**src/rtl/fifo_wr_arbiter.sv**
```systemverilog
// Round-robin packet arbiter feeding a single FIFO write port.
// One requester is locked for a whole packet; a stalled packet is
// force-released after TIMEOUT idle cycles from its owner.
module fifo_wr_arbiter #(
  parameter int unsigned DATA_WIDTH = 8,
  parameter int unsigned NUM_REQ    = 4,
  parameter int unsigned TIMEOUT    = 16
) (
  input  logic                          clk,
  input  logic                          rst,
  input  logic [NUM_REQ-1:0]            req_valid,
  input  logic [NUM_REQ-1:0]            req_last,
  input  logic [NUM_REQ*DATA_WIDTH-1:0] req_data,
  output logic [NUM_REQ-1:0]            req_ready,
  input  logic                          fifo_full,
  output logic                          fifo_w_en,
  output logic [DATA_WIDTH-1:0]         fifo_data,
  output logic [$clog2(NUM_REQ)-1:0]    grant_id,
  output logic                          busy,
  output logic                          timeout_err,
  output logic [15:0]                   pkt_count
);

  localparam int unsigned GW = $clog2(NUM_REQ);

  typedef enum logic {IDLE, LOCK} state_t;

  state_t        state, state_nx;
  logic [GW-1:0] grant, grant_nx;
  logic [GW-1:0] rr_ptr, rr_nx;
  logic [7:0]    stall, stall_nx;
  logic [15:0]   pkts, pkts_nx;

  logic [GW-1:0] pick;
  logic          pick_ok;
  logic [GW:0]   scan_sum;
  logic [GW-1:0] grant_inc;
  logic          lock, abort, beat, grant_valid, grant_last;

  assign lock        = (state == LOCK);
  assign grant_valid = req_valid[grant];
  assign grant_last  = req_last[grant];
  assign abort       = lock && (stall == 8'(TIMEOUT));
  // The timeout cycle itself accepts nothing so the aborted owner sees no further ready.
  assign beat        = lock && !abort && grant_valid && !fifo_full;
  assign grant_inc   = (grant == GW'(NUM_REQ - 1)) ? '0 : grant + 1'b1;

  assign busy        = lock;
  assign timeout_err = abort;
  assign fifo_w_en   = beat;
  assign grant_id    = grant;
  assign fifo_data   = req_data[grant*DATA_WIDTH +: DATA_WIDTH];
  assign pkt_count   = pkts;

  // Only the locked requester may see ready, and only when the FIFO has room.
  always_comb begin
    req_ready = '0;
    if (lock && !abort && !fifo_full) req_ready[grant] = 1'b1;
  end

  // Round-robin scan: first valid requester at or above rr_ptr, with wrap.
  always_comb begin
    pick     = '0;
    pick_ok  = 1'b0;
    scan_sum = '0;
    for (int unsigned i = 0; i < NUM_REQ; i++) begin
      scan_sum = {1'b0, rr_ptr} + (GW+1)'(i);
      if (scan_sum >= (GW+1)'(NUM_REQ)) scan_sum = scan_sum - (GW+1)'(NUM_REQ);
      if (!pick_ok && req_valid[scan_sum[GW-1:0]]) begin
        pick    = scan_sum[GW-1:0];
        pick_ok = 1'b1;
      end
    end
  end

  // Next-state logic for the packet lock, pointer, stall timer and packet counter.
  always_comb begin
    state_nx = state;
    grant_nx = grant;
    rr_nx    = rr_ptr;
    stall_nx = stall;
    pkts_nx  = pkts;
    case (state)
      IDLE: begin
        if (pick_ok) begin
          state_nx = LOCK;
          grant_nx = pick;
          stall_nx = '0;
        end
      end
      LOCK: begin
        if (abort) begin
          state_nx = IDLE;
          grant_nx = '0;
          rr_nx    = grant_inc;
          stall_nx = '0;
        end else if (beat && grant_last) begin
          state_nx = IDLE;
          grant_nx = '0;
          rr_nx    = grant_inc;
          stall_nx = '0;
          pkts_nx  = pkts + 16'd1;
        end else if (grant_valid) begin
          stall_nx = '0;
        end else begin
          stall_nx = stall + 8'd1;
        end
      end
      default: state_nx = IDLE;
    endcase
  end

  // State and datapath registers with asynchronous reset.
  always_ff @(posedge clk or posedge rst) begin
    if (rst) begin
      state  <= IDLE;
      grant  <= '0;
      rr_ptr <= '0;
      stall  <= '0;
      pkts   <= '0;
    end else begin
      state  <= state_nx;
      grant  <= grant_nx;
      rr_ptr <= rr_nx;
      stall  <= stall_nx;
      pkts   <= pkts_nx;
    end
  end

endmodule

```
**config.mk**
```make
export PLATFORM = sky130hd
export DESIGN_NAME = fifo_wr_arbiter
export DESIGN_NICKNAME = d
export VERILOG_FILES = /design/src/rtl/fifo_wr_arbiter.sv
export SDC_FILE = /design/constraint.sdc
export NUM_CORES = 1
export LEC_CHECK = 0
export ABC_AREA = 1
export CAP_MARGIN = 10
export CORE_UTILIZATION = 40
export CTS_CLUSTER_DIAMETER = 200
export DETAILED_ROUTE_END_ITERATION = 8
export GPL_ROUTABILITY_DRIVEN = 0
export PLACE_DENSITY = 0.78
export SETUP_SLACK_MARGIN = 0.2
export SYNTH_ARGS = -nofsm -noshare
export SYNTH_HDL_FRONTEND = slang
export SYNTH_SLANG_ARGS = --single-unit
```
**constraint.sdc**
```tcl
create_clock -name clk -period 1.55 [get_ports clk]
set_clock_uncertainty 0.15 [all_clocks]
set_input_delay 0.155 -clock clk [delete_from_list [all_inputs] [get_ports clk]]
set_output_delay 0.155 -clock clk [all_outputs]
set_load 0.005 [all_outputs]
```
==> results of run 1 <==
==> logic make-up (layout without fill, tap and decap cells) <==
kind of cell	Yosys count	after routing
simple gates	196	198
buf+inv	58	227
compound gates	42	42
flops	29	29
xor+xnor	16	16
fa+ha+maj	7	7
==> worst min-delay path, stage by stage <==
cell             delay, ns
clkdlybuf4s50_1       0.39
inv_1                 0.05
buf_4                 0.35
==> sequential cells by signal, indices dropped and copies added, names as in the netlist <==
register,flops
rr_ptr,2
pkt_count,16
stall,8
busy,1
grant_id,2
==> cells in the mapped netlist <==
master and n:
nand2_1 107, xor2_1 10, nor2_2 4, nand4_4 2, inv_4 2, clkbuf_2 1
inv_2 4, dfrtp_1 29, buf_6 2, nand3_1 25, nand3_2 1, o21ai_1 7
clkbuf_1 1, nand4_1 7, nor2_1 37, or2_2 1, ha_1 7, nor3_1 8
buf_4 2, nand2_2 3, o22ai_1 8, nor2_4 1, o21ai_0 27, xnor2_1 6
inv_1 42, buf_2 4
==> path summary, 6_finish.rpt <==
kind                            slack, ns                         to
max in group asynchronous            0.86  pkt_count[11]$_DFFE_PP0P_
min in group clk                     0.38   pkt_count[6]$_DFFE_PP0P_
worst min register to register       0.38   pkt_count[6]$_DFFE_PP0P_
worst max-delay path                -0.44               req_ready[3]
worst max register to register      -0.40   pkt_count[8]$_DFFE_PP0P_
worst min-delay path                 0.08       stall[0]$_DFFE_PP0P_
==> metrics by stage <==
stage	instance area, sq um	utilization [%]	std cells	total power [W]
floorplan	2380	-	348	0.00284
global placement	3480	63.2	531	0.00406
detailed placement	3480	63.2	531	0.00416
CTS	4150	75.3	580	0.00581
global route	4510	81.9	591	0.00721
finish	4510	81.9	591	0.00689
==> where the power goes <==
| part | leakage, nW | internal (W) | switching, W |
|---|---|---|---|
| sequential | 0.375 | 0.000938 | 0.000227 |
| combinational | 1.76 | 0.00234 | 0.00271 |
| clock | 0.0443 | 0.000352 | 0.000327 |
==> final cells by class <==
cell class	count	area, sq um	share of cell area (%)
Clock buffer	7	86.3	1.91
Timing Repair inverter	3	36.3	0.804
Tap cell	72	90.1	2.00
Sequential cell	29	734	16.3
Multi-Input combinational cell	263	1810	40.1
Inverter	48	198	4.38
Timing Repair Buffer	169	1560	34.6
==> timing repair <==
| item | CTS | global route |
|---|---|---|
| hold buffers | 0 | 0 |
| gates resized for setup | 175 | 90 |
| gates cloned | 9 | 0 |
| setup buffers | 33 | 13 |
| endpoints found under the hold margin | 0 | 0 |
| pin swaps | 25 | 29 |
| endpoints found under the setup margin | 62 | 47 |
==> metal layers <==
| metal | share of wire [%] | wire (um) |
|---|---|---|
| met1 | 35 | 3890 |
| met2 | 52 | 5720 |
| met3 | 7.1 | 784 |
| met4 | 5.5 | 610 |
| met5 | 0 | 0 |
==> results.yml, run 1 <==
clock_network:
  cts_max_level: 2
  cts-root-buf: "clkbuf_8"
  cts_tree: "built"
  cts_made_buffers: 5
  insertion_delay_ns: 0.30
  clockBufferDepth: 2
  cts.sinks: 29
  path_clk_slew_ns: 0.07
finish:
  layout_common_cells: "nand2_1, buf_4, clkdlybuf4s50_1, inv_1, nand2_2"
  final_common_cell: "nand2_1"
  nets: 569
  fill_cells: 296
  final_layout_size_suffix_gt1_share_pct: 45.9
  syn2layout_area_growth_pct: 97.2
  antenna_cells: 0
synth:
  synth_area_sq_um: 2290
  synth_top_family_by_area: "simple AND/OR/NAND/NOR gates"
  synth_cells: 348
  synth.top_cell.area_share_pct: 31.7
  yosysUniqueCellTypes: 26
  yosys.area_share.simple_pct: 37.7
  yosysTopAreaCell: "dfrtp_1"
  ys_seq_elements: 29
  synth_compound_area_share_pct: 9.62
  synthMuxAreaShare_pct: 0
  yosysWarningCount: 0
  synthTopCellsByArea: "dfrtp_1, nand2_1, inv_1"
  synth_adder_area_share_pct: 3.83
  ys_seq_area_share_pct: 31.7
  synth.avg_cell_area_sq_um: 6.58
  synthXorXnorAreaFrac_pct: 6.12
  synth_nets: 398
routing:
  routedWlPerCell_um: 18.6
  postRouteAntennaNets: 0
  drc: 0
  via_count: 3320
  firstDrtPassIters: 7
  drt-vias-per-instance: 5.62
  drt_iter0_drc: 297
  routed_wl_um: 11000
setup_path:
  crit_path_frequent_cell: "nor2_4"
  crit_start: "stall[0]$_DFFE_PP0P_"
  cp.arrival_ns: 1.68
  cp.depth: 9
  end_kind: "output port"
  rr_worst_depth: 11
  worst-setup-path-type: "flip-flop to output port"
  crit_slowest_cell: "dfrtp_1"
  worstSetupStartpointType: "flip-flop"
  cp_max_fo: 5
  required_ns: 1.24
  cpPeakStageDelay_ns: 0.38
  path_buf_inv: 3
  crit_family: "simple AND/OR/NAND/NOR gates"
  rr_startpoint: "grant_id[0]$_DFFE_PP0P_"
  crit_path_cell_trace: "inv_2, ha_4, nand3_4, nor2_4, buf_6, nor2_4, nand2_4, nor2_1, buf_2"
placed_design:
  place_ws_ns: -0.358
  dp.final_hpwl_um: 5080
  port_buffers: 75
pwr:
  ir_worst_vdd_mv: 0.887
  leakage_nw: 2.18
  p_per_area_nw_per_um2: 1530
timing:
  setup_violations: 43
  hold_slack_ns: 0.0807
  setup_slack_ns: -0.438
  fin_crit_sh_pct: 128
  maxSlewHeadroom_pct: 74.1
  finalHoldViolCount: 0
  drv_slew: 0
  tightestPinTransition_ns: 0.389
  fin_tns_setup_ns: -13.11
  period_needed_ns: 1.99
  rsz0062_at_grt: "true"
  timing.fmax_mhz: 503
global_routing:
  met2_usage_pct: 59.4
  grt_overflow: 0
  grt_max_degree: 30
  antenna_found_initial: 0
  use_met3_pct: 7.18
  grt_use_total_pct: 31.2
  top_usage_layer: "met2"
  first_global_vias: 3137
  grt_pass1_wl_um: 14700
  met1_usage_pct: 32.1
run_status:
  violations: "negative setup slack"
  outcome: "complete, but fails checks"
floorplanning:
  io_pins: 76
  rows: 27
  core_area_sq_um: 5510
  fp.dieH_um: 77.6
  die_x_um: 77.6
  dieArea_sq_um: 6030
  start_util_pct: 41.6
job:
  drv_cap: 0
min_path:
  hp-class: "input port to asynchronous set/reset pin"
No activity file was read; power rests on OpenSTA's default activity.
==> run 2, diff against run 1 <==
- ABC_AREA: 1 -> 0
- CORE_MARGIN: unset -> 4
- CORE_UTILIZATION: 40 -> 39
- PLACE_DENSITY: 0.78 -> 0.81
==> run 2 against run 1 <==
Effect of this change: the flow still finishes with violations (negative setup slack); largest cell class is now buffers; combinational power decreased by 44%; clock power decreased by 5.7%; synthesized cell count decreased by 49%.
==> results.yml, run 2 <==
pwr:
  switchingPower_w: 0.00162
  leakage_nw: 1.71
  seqPwrFrac_pct: 23.3
  p_per_area_nw_per_um2: 1280
  intPower_w: 0.00293
  ir_worst_vdd_mv: 0.679
  switching_share_pct: 35.6
  combPwrFrac_pct: 62.6
  clockPowerShare_pct: 14.1
floorplanning:
  start_util_pct: 41.3
  core_area_sq_um: 4470
  die_x_um: 76.9
  dieArea_sq_um: 5910
  io_pins: 76
  rows: 24
  fp.dieH_um: 76.9
routing:
  drc: 0
  routedWlPerCell_um: 18.7
  via_count: 2114
  drt_iter0_drc: 95
  postRouteAntennaNets: 0
  drt-vias-per-instance: 5.51
  routed_wl_um: 7170
  firstDrtPassIters: 4
synth:
  ys_seq_elements: 29
  ys_seq_area_share_pct: 39.2
  synth.avg_cell_area_sq_um: 10.4
  synth_cells: 178
  synth_commonest_cells: "dfrtp_1, nand2_1, o21ai_0, inv_1, nor2_1"
  yosysTopAreaCell: "dfrtp_1"
  synth-edff-count: 0
  synth_nets: 228
  yosys.cell_count.top_type: "dfrtp_1"
  yosysWarningCount: 0
  synth_top_flop_cell: "dfrtp_1"
  async_reset_ff_share_pct: 100
  yosysUniqueCellTypes: 39
  synthTopCellsByArea: "dfrtp_1, mux4_2, ha_1"
  synth.top_cell.area_share_pct: 39.2
  synth_area_sq_um: 1850
finish:
  multiInputGateArea_sq_um: 1230
  final_layout_size_suffix_gt1_share_pct: 45.8
  fin_cells: 384
  regArea_sq_um: 731
  antenna_cells: 0
  final_common_cell: "buf_4"
  syn2layout_area_growth_pct: 92.3
  fill_cells: 260
  nets: 382
  largest_reg_flops: 16
  fin_util_pct: 79.5
  layout_common_cells: "buf_4, clkdlybuf4s50_1, buf_6, dfrtp_1, nand2_1"
timing:
  maxSlewHeadroom_pct: 75.2
  tightestPinTransition_ns: 0.373
  rsz0062_at_grt: "true"
  setup_slack_ns: -0.701
  timing.fmax_mhz: 444
  drv_slew: 0
  period_needed_ns: 2.25
  setup_violations: 43
  finalHoldViolCount: 0
  fin_crit_sh_pct: 145
global_routing:
  antenna_found_initial: 0
  grt_pass1_wl_um: 10400
  first_global_vias: 2123
  grt_use_total_pct: 22.2
  grt_overflow: 0
  grt_max_degree: 30
clock_network:
  cts_tree: "built"
  insertion_delay_ns: 0.29
  cts-root-buf: "clkbuf_8"
  clockBufferDepth: 2
  cts.sinks: 29
  cts_made_buffers: 5
  path_clk_slew_ns: 0.06
  cts_hold_buf: 0
  cts_max_level: 2
setup_path:
  cp_max_fo: 6
  end_kind: "flip-flop"
  cp.arrival_ns: 2.30
  worstSetupStartpointType: "flip-flop"
  required_ns: 1.60
  rrSetupSlack_ns: -0.70
  worst-setup-path-type: "flip-flop to flip-flop"
min_path:
  hp-class: "input port to asynchronous set/reset pin"
job:
  drv_cap: 0
placed_design:
  dp.final_hpwl_um: 4260
  port_buffers: 75
  place_inst: 343
run_status:
  violations: "negative setup slack"
  outcome: "complete, but fails checks"
[run 2: cell types whose count changed after synthesis, sizes merged, moves of 10 or more]
cell	before	now
mux4	0	10
o21ai	34	12
nand2	110	14
nor2	42	11
inv	48	11
nand3	26	7
[run 2: critical path, stage by stage, from the launching register on]
cell and delay, ns:
dfrtp_1 0.37, inv_2 0.06, ha_4 0.15, nor4b_4 0.12, and3_4 0.16, buf_6 0.12, or4_4 0.62, nor4_4 0.20
xor2_1 0.20
[run 2: path summary, 6_finish.rpt]
kind                       cells after the start                        end                 startpoint
min                                            3       stall[1]$_DFFE_PP0P_                        rst
max in group asynchronous                      3    grant_id[1]$_DFFE_PP0P_                        rst
min in group clk                               1  pkt_count[15]$_DFFE_PP0P_  pkt_count[15]$_DFFE_PP0P_
max                                            8  pkt_count[10]$_DFFE_PP0P_       stall[1]$_DFFE_PP0P_
max reg2reg                                    8  pkt_count[10]$_DFFE_PP0P_       stall[1]$_DFFE_PP0P_
min reg2reg                                    1  pkt_count[15]$_DFFE_PP0P_  pkt_count[15]$_DFFE_PP0P_
[run 2: area by class of cell]
cell class	count	share of cell area (%)
Tap cell	52	1.83
Clock buffer	7	2.43
Multi-Input combinational cell	133	34.5
Timing Repair Buffer	152	39.5
Sequential cell	29	20.5
Inverter	11	1.16
[run 2: metal layers]
metal  global-route usage [%]  wire length (um)
met5                        0                 0
met4                     9.96               176
met3                     5.27               375
met2                     40.8              3830
met1                     24.0              2790
[run 2: power groups by stage]
| stage | clock, W | sequential, W | combinational, W |
|---|---|---|---|
| 2_1_floorplan | 0 | 0.00109 | 0.000953 |
| 3_3_place_gp | 0 | 0.00107 | 0.00190 |
| 3_5_place_dp | 0 | 0.00108 | 0.00196 |
| 4_1_cts | 0.000644 | 0.00104 | 0.00240 |
| 5_1_grt | 0.000680 | 0.00107 | 0.00300 |
| 6_report | 0.000640 | 0.00106 | 0.00285 |
[run 2: repair_timing]
| item | 4_1_cts | 5_1_grt |
|---|---|---|
| resized for setup | 149 | 26 |
| buffers inserted | 26 | 7 |
| gates cloned | 1 | 0 |
| endpoints found under the setup margin | 62 | 50 |
| pin swaps | 14 | 10 |
[run 2: kinds of logic (layout without fill, tap and decap cells)]
logic type | Yosys count | in the layout | share of synthesized area [%]
compound gates | 23 | 23 | 7.65
xor+xnor | 16 | 16 | 7.58
fa+ha+maj | 7 | 7 | 4.74
buf+inv | 16 | 170 | 3.32
flops | 29 | 29 | 39.2
mux | 16 | 16 | 15.8
simple gates | 71 | 71 | 21.7
[run 2: stage by stage]
step | setup TNS (ns) | hold WS [ns] | total power, W | setup slack (ns) | area (sq um)
after global routing | -25.04 | 0.138 | 0.00475 | -0.796 | 3560
after global placement | -20.05 | 0.311 | 0.00297 | -0.635 | 3020
after floorplan | -10.22 | 0.0830 | 0.00205 | -0.511 | 1930
after detailed placement | -21.21 | 0.312 | 0.00304 | -0.725 | 3020
after CTS | -18.73 | 0.102 | 0.00408 | -0.561 | 3370
final | -23.11 | 0.0866 | 0.00455 | -0.701 | 3560
